==> config.mk <==
export PLATFORM = sky130hd
export DESIGN_NAME = i2s_audio_rx
export DESIGN_NICKNAME = d
export VERILOG_FILES = /design/src/rtl/audio_pkg.sv /design/src/rtl/audio_pin_sync.sv /design/src/rtl/i2s_audio_rx.sv
export SDC_FILE = /design/constraint.sdc
export NUM_CORES = 1
export LEC_CHECK = 0
export CAP_MARGIN = 10
export CORE_MARGIN = 1.5
export CORE_UTILIZATION = 30
export CTS_BUF_LIST = sky130_fd_sc_hd__clkbuf_4 sky130_fd_sc_hd__clkbuf_8
export DETAILED_ROUTE_END_ITERATION = 10
export SETUP_SLACK_MARGIN = 0.15
export SLEW_MARGIN = 40
export SYNTH_ARGS = -nofsm -noshare
export SYNTH_HDL_FRONTEND = slang
export SYNTH_SLANG_ARGS = --single-unit
==> constraint.sdc <==
create_clock -name clk -period 15.8 [get_ports clk]
set_input_delay 3.16 -clock clk [delete_from_list [all_inputs] [get_ports clk]]
set_output_delay 3.16 -clock clk [all_outputs]
set_load 0.02 [all_outputs]
==> src/rtl/audio_pkg.sv <==
// Shared types and constants for the audio receive path.
package audio_pkg;
  localparam int DATA_W = 16;

  localparam logic CH_LEFT  = 1'b0;
  localparam logic CH_RIGHT = 1'b1;

  typedef enum logic [1:0] {IDLE, SHIFT, WAIT} rx_state_t;
endpackage

==> src/rtl/audio_pin_sync.sv <==
// Multi-flop synchronizer for one codec pin plus a rising-edge strobe on the synced value.
module audio_pin_sync #(
  parameter int STAGES = 2
) (
  input  logic clk,
  input  logic reset,
  input  logic pin_i,
  output logic sync_o,
  output logic rise_o
);
  logic [STAGES-1:0] sync_q;
  logic              prev_q;

  always_ff @(posedge clk or posedge reset) begin
    if (reset) begin
      sync_q <= '0;
      prev_q <= 1'b0;
    end else begin
      sync_q[0] <= pin_i;
      for (int i = 1; i < STAGES; i++) sync_q[i] <= sync_q[i-1];
      prev_q <= sync_q[STAGES-1];
    end
  end

  assign sync_o = sync_q[STAGES-1];
  assign rise_o = sync_q[STAGES-1] & ~prev_q;
endmodule

==> src/rtl/i2s_audio_rx.sv <==
// I2S ADC receiver: oversampled pins, word capture FSM, L/R pair handshake and peak meter.
module i2s_audio_rx
  import audio_pkg::*;
#(
  parameter int DATA_W      = audio_pkg::DATA_W,
  parameter int SYNC_STAGES = 2,
  parameter int DECAY_SHIFT = 4
) (
  input  logic              clk,
  input  logic              reset,
  input  logic              enable,
  input  logic              aud_bclk,
  input  logic              aud_adclrck,
  input  logic              aud_adcdat,
  output logic [DATA_W-1:0] sample_left,
  output logic [DATA_W-1:0] sample_right,
  output logic              sample_valid,
  input  logic              sample_ready,
  output logic              overrun,
  input  logic              clear_overrun,
  output logic [DATA_W-2:0] peak
);
  localparam int CW = $clog2(DATA_W);
  localparam int PW = DATA_W - 1;

  logic [2:0] pin_s, pin_rise;

  // All three pins share one delay so data stays aligned with BCLK.
  audio_pin_sync #(.STAGES(SYNC_STAGES)) u_sync [2:0] (
    .clk   (clk),
    .reset (reset),
    .pin_i ({aud_adcdat, aud_adclrck, aud_bclk}),
    .sync_o(pin_s),
    .rise_o(pin_rise)
  );

  logic unused_rise;
  assign unused_rise = ^pin_rise[2:1];

  logic bit_tick, lrck_s, dat_s;
  assign bit_tick = pin_rise[0];
  assign lrck_s   = pin_s[1];
  assign dat_s    = pin_s[2];

  rx_state_t         state_q;
  logic              ch_q, lr_prev_q, left_ok_q;
  logic [CW-1:0]     cnt_q;
  logic [DATA_W-2:0] sh_q;
  logic [DATA_W-1:0] left_hold_q;

  logic              lr_edge, last_bit, commit;
  logic [DATA_W-1:0] word;

  assign lr_edge  = bit_tick && (lrck_s != lr_prev_q);
  assign last_bit = (cnt_q == CW'(DATA_W-1));
  assign word     = {sh_q, dat_s};
  assign commit   = enable && bit_tick && !lr_edge && (state_q == SHIFT) &&
                    last_bit && (ch_q == CH_RIGHT) && left_ok_q;

  always_ff @(posedge clk or posedge reset) begin
    if (reset) begin
      state_q     <= IDLE;
      ch_q        <= CH_LEFT;
      cnt_q       <= '0;
      sh_q        <= '0;
      lr_prev_q   <= 1'b0;
      left_hold_q <= '0;
      left_ok_q   <= 1'b0;
    end else begin
      if (bit_tick) lr_prev_q <= lrck_s;
      if (!enable) begin
        state_q   <= IDLE;
        cnt_q     <= '0;
        sh_q      <= '0;
        left_ok_q <= 1'b0;
      end else if (bit_tick) begin
        case (state_q)
          IDLE: if (lr_edge && lrck_s == CH_LEFT) begin
            state_q <= SHIFT;
            ch_q    <= CH_LEFT;
            cnt_q   <= '0;
            sh_q    <= '0;
          end
          SHIFT: if (lr_edge) begin
            // Short word: drop it and poison the pending pair.
            ch_q      <= lrck_s;
            cnt_q     <= '0;
            sh_q      <= '0;
            left_ok_q <= 1'b0;
          end else begin
            sh_q  <= word[DATA_W-2:0];
            cnt_q <= cnt_q + CW'(1);
            if (last_bit) begin
              state_q <= WAIT;
              if (ch_q == CH_LEFT) begin
                left_hold_q <= word;
                left_ok_q   <= 1'b1;
              end else begin
                left_ok_q   <= 1'b0;
              end
            end
          end
          WAIT: if (lr_edge) begin
            state_q <= SHIFT;
            ch_q    <= lrck_s;
            cnt_q   <= '0;
            sh_q    <= '0;
          end
          default: state_q <= IDLE;
        endcase
      end
    end
  end

  function automatic logic [PW-1:0] mag(input logic [DATA_W-1:0] s);
    if (!s[DATA_W-1])         return s[PW-1:0];
    if (s[PW-1:0] == '0)      return '1;
    return ~s[PW-1:0] + PW'(1);
  endfunction

  logic [PW-1:0] mag_l, mag_r, mag_max, peak_dec;
  assign mag_l    = mag(left_hold_q);
  assign mag_r    = mag(word);
  assign mag_max  = (mag_l > mag_r) ? mag_l : mag_r;
  assign peak_dec = peak - (peak >> DECAY_SHIFT);

  always_ff @(posedge clk or posedge reset) begin
    if (reset) begin
      sample_left  <= '0;
      sample_right <= '0;
      sample_valid <= 1'b0;
      overrun      <= 1'b0;
      peak         <= '0;
    end else begin
      if (commit) begin
        sample_left  <= left_hold_q;
        sample_right <= word;
        sample_valid <= 1'b1;
        peak         <= (mag_max > peak) ? mag_max : peak_dec;
      end else if (!enable || (sample_valid && sample_ready)) begin
        sample_valid <= 1'b0;
      end
      if (commit && sample_valid && !sample_ready) overrun <= 1'b1;
      else if (clear_overrun)                      overrun <= 1'b0;
    end
  end
endmodule

Yosys cells after proc, flatten, opt, wreduce, memory -nomap -nowiden
Index checks and enable logic that the tools add are counted.

operators by class
  $lt $le $gt $ge = 2
  reductions and logical operators = 27
  mux-type cells = 46
  add/sub/neg operators = 4
  bitwise logic cells = 7
  eq/ne operators = 14

operators with widths
  kind                   number
  $mux 15                15
  $pmux 15 s3            1
  $add 15x1->15 const B  2
  $gt 15x15->1           2
  $logic_not 15->1       2
  $not 15->15            2
  $mux 4                 5
  $mux 1                 16
  $sub 15x11->15         1
  $mux 2                 6
  $ne 3x3->1 const B     4
  $pmux 4 s3             1
  $logic_and 1x1->1      11
  $reduce_and 5->1       2
  $ne 2x1->1 const B     3
  $pmux 2 s3             1
  $reduce_and 6->1       1
  $reduce_bool 2->1      3
  $add 4x1->4 const B    1
  $eq 4x4->1 const B     1
  $ne 4x1->1 const B     1
  $not 1->1              4
  $reduce_and 4->1       1
  $logic_not 1->1        3
  other kinds (11)       11

storage, ports and cells
  output and inout port bits = 49
  flip-flop bits (word level) = 96
  logic and storage cells = 116

Longest topological paths before layout
  word-level depth = 12
  depth in mapped cells = 25
  depth with buffers taken out = 22

Modules after synthesis
Synthesis repeated with hierarchy kept, for this count alone.

second synthesis, totals
  cell total of the unflattened synthesis = 710
  area, all modules = 6372.4 sq um

modules (own cells, without submodules)
  module          sequential area each (sq um)  cells each  times used  area each (sq um)
  i2s_audio_rx    2227.1                        695         1           6094.6
  audio_pin_sync  75.1                          5           3           92.6

Worst setup path before layout
Ideal clock, no wire load.

  path type = register -> register
  from = register sh_q[1]
  to = register peak[13]
  setup time = 0.126 ns
  data arrival time = 5.476 ns
  period minus slack after synthesis = 5.602 ns
  setup slack = 10.198 ns
  cell stages (with the launch flop) = 23
  cells stage by stage = dfrtp_1 -> buf_6 -> or4_4 -> buf_6 -> or2_4 -> or4_4 -> buf_6 -> nand2_1 -> mux2i_1 -> ha_1 -> and4_1 -> o311ai_0 -> a21oi_1 -> clkbuf_1 -> mux2_2 -> ha_1 -> a21oi_1 -> o21ai_0 -> a221oi_1 -> a22o_1 -> buf_1 -> nor2_1 -> a221o_1

between the ends
  cells in the longest elaborated chain, start to end = 9

RTL lines
  item                                                   RTL line             RTL
  start: declaration                                     i2s_audio_rx.sv:48   logic [DATA_W-2:0] sh_q;
  start signal: assignment                               i2s_audio_rx.sv:91   sh_q <= word[DATA_W-2:0];
  branches (longest 4 deep; another with $add 15x1->15)  n/a
  $mux 15 (*)                                            i2s_audio_rx.sv:117  if (s[PW-1:0] == '0) return '1;
  $gt 15x15->1                                           i2s_audio_rx.sv:124  assign mag_max = (mag_l > mag_r) ? mag_l : mag_r;
  $mux 15 (*)                                            i2s_audio_rx.sv:124
  $gt 15x15->1                                           i2s_audio_rx.sv:139  peak <= (mag_max > peak) ? mag_max : peak_dec;
  $mux 15 (*)                                            i2s_audio_rx.sv:139
  end signal: assignment                                 i2s_audio_rx.sv:139
  end: declaration                                       i2s_audio_rx.sv:21   output logic [DATA_W-2:0] peak

Every way passes the cells marked *. The select of a mux whose other input is x is not followed.
A chain may end at the register's enable or synchronous reset.

Worst setup path in the final report
  from = register left_hold_q[0]
  to = register peak[12]

between the ends
  cells in the longest elaborated chain, start to end = 9

RTL lines
  item                                                   RTL line             RTL
  start: declaration                                     i2s_audio_rx.sv:49   logic [DATA_W-1:0] left_hold_q;
  start signal: assignment                               i2s_audio_rx.sv:96   left_hold_q <= word;
  branches (longest 4 deep; another with $add 15x1->15)  n/a
  $mux 15 (*)                                            i2s_audio_rx.sv:117
  $gt 15x15->1                                           i2s_audio_rx.sv:124
  $mux 15 (*)                                            i2s_audio_rx.sv:124
  $gt 15x15->1                                           i2s_audio_rx.sv:139
  $mux 15 (*)                                            i2s_audio_rx.sv:139

Marked as above.

==> flow_summary.json <==
{
  "min_path_type": "flip-flop to flip-flop",
  "cp_slowest_cell": "or4b_2",
  "multi_input_area_mm2": 0.00349,
  "p_leak_nw": 3.52,
  "path_buf_inv": 2,
  "tns_ps": 0,
  "cp-end-kind": "flip-flop",
  "dp_hpwl_um": 11200,
  "port_buffers": 56,
  "critPathMaxFanout": 23,
  "cpMostUsedCell": "ha_1",
  "routabilityCongestion": 0.811,
  "clk_latency_ps": 380,
  "antenna_found_initial": 0,
  "ctsHoldBuffers": 0,
  "finalHoldViolCount": 0,
  "drive_gt1_share_pct": 10.4,
  "post-route-min-period_ps": 6330,
  "power_density_mw_per_mm2": 59.3,
  "min_from": "u_sync[1].sync_q[0]",
  "cp.arrival_ps": 6590,
  "yosys-top-cells-area": "dfrtp_1 39%, ha_1 9.7%, nand2_1 9.7%",
  "ir_drop_uv": 34.1,
  "fin_crit_sh_pct": 40.1,
  "path_class": "flip-flop to flip-flop",
  "synth_seq_area_share_pct": 38.8,
  "crit_family": "simple AND/OR/NAND/NOR gates",
  "fillCellCount": 2074,
  "synth_area_mm2": 0.00619,
  "yosysTopAreaCell": "dfrtp_1",
  "max_stage_delay_ps": 720,
  "seq_power_share_pct": 58.6,
  "drt_wl_total_um": 14900,
  "dieArea_mm2": 0.0215,
  "reg2reg_to": "peak[12]",
  "clock-sinks": 96,
  "swShare_pct": 25.3,
  "ys_ff_latch": 96,
  "reg2reg_setup_slack_ps": 9470,
  "synth_edf_count": 0,
  "grt_max_degree": 61,
  "postCtsSetupBuffers": 0,
  "finalPower_mw": 0.425,
  "start_util_pct": 30.6,
  "synth-async-reset-ratio_pct": 100,
  "synth_top_area_share_pct": 38.8,
  "dr.pass1.iters": 4,
  "pin_count": 57,
  "yosysWarnings": 0,
  "max_freq_ghz": 0.158,
  "drtAntennaViolNets": 0,
  "reg2reg_from": "left_hold_q[0]",
  "rsz0062_at_grt": "no",
  "startpoint_type": "flip-flop",
  "skew_ps": 6.50,
  "clock-root-buffer": "clkbuf_8",
  "grtUsageTotal_pct": 14.4,
  "syn-num-nets": 763,
  "grt_pass1_vias": 4833,
  "synthToLayoutAreaGrowth_pct": 15.9,
  "pwr-share-clk_pct": 36.0,
  "status": "completed",
  "final_nets": 801,
  "dieWidth_um": 147,
  "clk_path_buf_depth": 2,
  "slew_viol_final": 0,
  "synthFlopType": "dfrtp_1",
  "relSlewSlack_pct": 51.0,
  "register_area_mm2": 0.00240,
  "cts_resized": 0,
  "htreeDepth": 3,
  "netlist_instances": 706,
  "final_core_util_pct": 35.5,
  "finalInstanceArea_mm2": 0.00717,
  "die_h_um": 147,
  "drc_errors": 0,
  "rows": 52,
  "dr_total_vias": 5048,
  "cp.required_ps": 16060,
  "grt_pass1_wl_um": 25000,
  "placedInstanceArea_mm2": 0.00698,
  "grt_overflow": 0,
  "worstHoldPathCells": 0,
  "via_per_inst": 4.95,
  "antenna_cells": 0,
  "intPower_mw": 0.317,
  "ys_types": 64,
  "worst_slew_pin_slew_ps": 733,
  "syn_avg_cell_area_um2": 8.77,
  "wl_per_cell_um": 14.6,
  "drt_iter0_markers": 281,
  "holdPathEnd": "u_sync[1].sync_q[1]",
  "path_clk_slew_ps": 90,
  "fp.coreArea_mm2": 0.0202,
  "worstPathCellList": "inv_1, ha_1, or4b_2, nor4_4, nand3b_2, nor2b_1, mux2i_1, ha_1, and4_1, o311ai_0, a21oi_2, buf_4, mux2_2, ha_1, a21oi_1, o21ai_0, a221oi_1, a22o_2, or3b_2, o21ai_0, a21oi_1",
  "max-cap-violations": 0,
  "p_sw_mw": 0.108,
  "pwr-share-comb_pct": 5.5,
  "numCtsBuffers": 9,
  "setup_violations": 0,
  "r2r_cells": 21,
  "cts_tree": "yes"
}
-- per-layer routing --
layer | GRT usage (%) | vias to the layer above | share of wire (%)
li1 | - | 2525 | -
met1 | 19.5 | 2415 | 48
met2 | 23.7 | 93 | 47
met3 | 2.59 | 15 | 3.6
met4 | 3.69 | 0 | 1.1
met5 | 0 | - | 0
-- metrics by stage --
step	hold WS, ps	std cells	setup WS, ps
after floorplan	331	706	10130
after global placement	333	1003	9040
after detailed placement	336	1003	8910
after CTS	359	1019	8890
after global routing	373	1019	8930
final	354	1019	9470
-- registers in the layout (all words and copies together) (netlist names) --
signal	flops
peak	15
ch_q	1
u_sync.prev_q	1
u_sync.sync_q	6
sample_right	16
overrun	1
lr_prev_q	1
sh_q	15
left_ok_q	1
state_q	2
left_hold_q	16
cnt_q	4
sample_valid	1
sample_left	16
-- worst max path at each step --
stage          slack (ps)            from  cells after the start       end
6_report             9470  left_hold_q[0]                     21  peak[12]
5_1_grt              8930  left_hold_q[0]                     21  peak[12]
4_1_cts              8890  left_hold_q[0]                     21  peak[12]
3_5_place_dp         8910  left_hold_q[0]                     21  peak[12]
3_3_place_gp         9040  left_hold_q[0]                     21  peak[12]
2_1_floorplan       10130           reset                      1      ch_q
-- kinds of logic after synthesis --
family                   synth area share (%)
AO/OA/AOI/OAI                            13.6
XOR/XNOR                                 3.54
adder cells (fa/ha/maj)                  10.0
AND/OR/NAND/NOR                          21.8
flip-flops                               38.8
multiplexers                             7.15
buffers and inverters                    5.07
-- synthesized netlist by cell type (3+ instances only) --
cell and n:
nand2_1 160, dfrtp_1 96, ha_1 48, inv_1 41, nor2_1 35, o21ai_0 34
a21oi_1 33, nand3_1 33, mux2_2 26, clkbuf_1 22, xor2_1 18, mux2i_1 15
nor3_1 8, nor2b_1 7, or2_2 7, xnor2_1 7, o31ai_1 6, o41ai_1 6
buf_1 5, buf_2 5, nand2b_1 5, nand4_1 5, a211oi_1 4, a21o_1 4
a31oi_1 4, and3_1 4, nand3b_1 4, or3_1 4, a221o_1 3, and2_1 3
buf_6 3, o211ai_1 3, o21bai_1 3, or4_1 3
-- worst register-to-register path: stages, from the launching register on --
cell and delay, ps:
dfrtp_1 400, inv_1 100, ha_1 220, or4b_2 720, nor4_4 220, nand3b_2 360
nor2b_1 260, mux2i_1 190, ha_1 210, and4_1 240, o311ai_0 170, a21oi_2 430
buf_4 290, mux2_2 370, ha_1 290, a21oi_1 130, o21ai_0 90, a221oi_1 340
a22o_2 530, or3b_2 480, o21ai_0 90, a21oi_1 90
-- placed cells by master (no fill, tap or decap), types with 3 or more instances in the layout --
cell | synthesis | routed
nor3_1 | 8 | 7
o21ai_0 | 34 | 34
nor2b_1 | 7 | 7
clkbuf_8 | 0 | 10
or3_1 | 4 | 3
a21o_1 | 4 | 4
and3_1 | 4 | 4
a221o_1 | 3 | 3
o41ai_1 | 6 | 6
nand4_1 | 5 | 5
a21oi_1 | 33 | 32
nand3_1 | 33 | 33
nand2_1 | 160 | 160
nand2b_1 | 5 | 5
a211oi_1 | 4 | 4
inv_1 | 41 | 40
buf_4 | 0 | 5
ha_1 | 48 | 48
clkdlybuf4s50_1 | 0 | 56
or2_2 | 7 | 7
or4_1 | 3 | 3
xnor2_1 | 7 | 7
mux2_2 | 26 | 26
o211ai_1 | 3 | 3
xor2_1 | 18 | 18
nand3b_1 | 4 | 4
o21bai_1 | 3 | 3
nor2_1 | 35 | 35
dfrtp_1 | 96 | 96
o31ai_1 | 6 | 6
mux2i_1 | 15 | 15
and2_1 | 3 | 3
a31oi_1 | 4 | 4
-- cell type report --
class / instances / area share (%)
clock inverters: 6 / 0.611
repair buffers: 62 / 8.49
inverters: 41 / 2.18
flip-flops and latches: 96 / 33.5
clock buffers: 10 / 1.92
multi-input cells: 534 / 48.6
well taps: 270 / 4.71
-- power groups by stage --
stage                     Sequential (mW)  Clock [mW]  Combinational [mW]
after global routing                0.249       0.169              0.0267
after detailed placement            0.254           0              0.0236
after CTS                           0.249       0.161              0.0237
after global placement              0.254           0              0.0233
final                               0.249       0.153              0.0232
after floorplan                     0.253           0              0.0165
No activity file was read; power rests on OpenSTA's default activity.
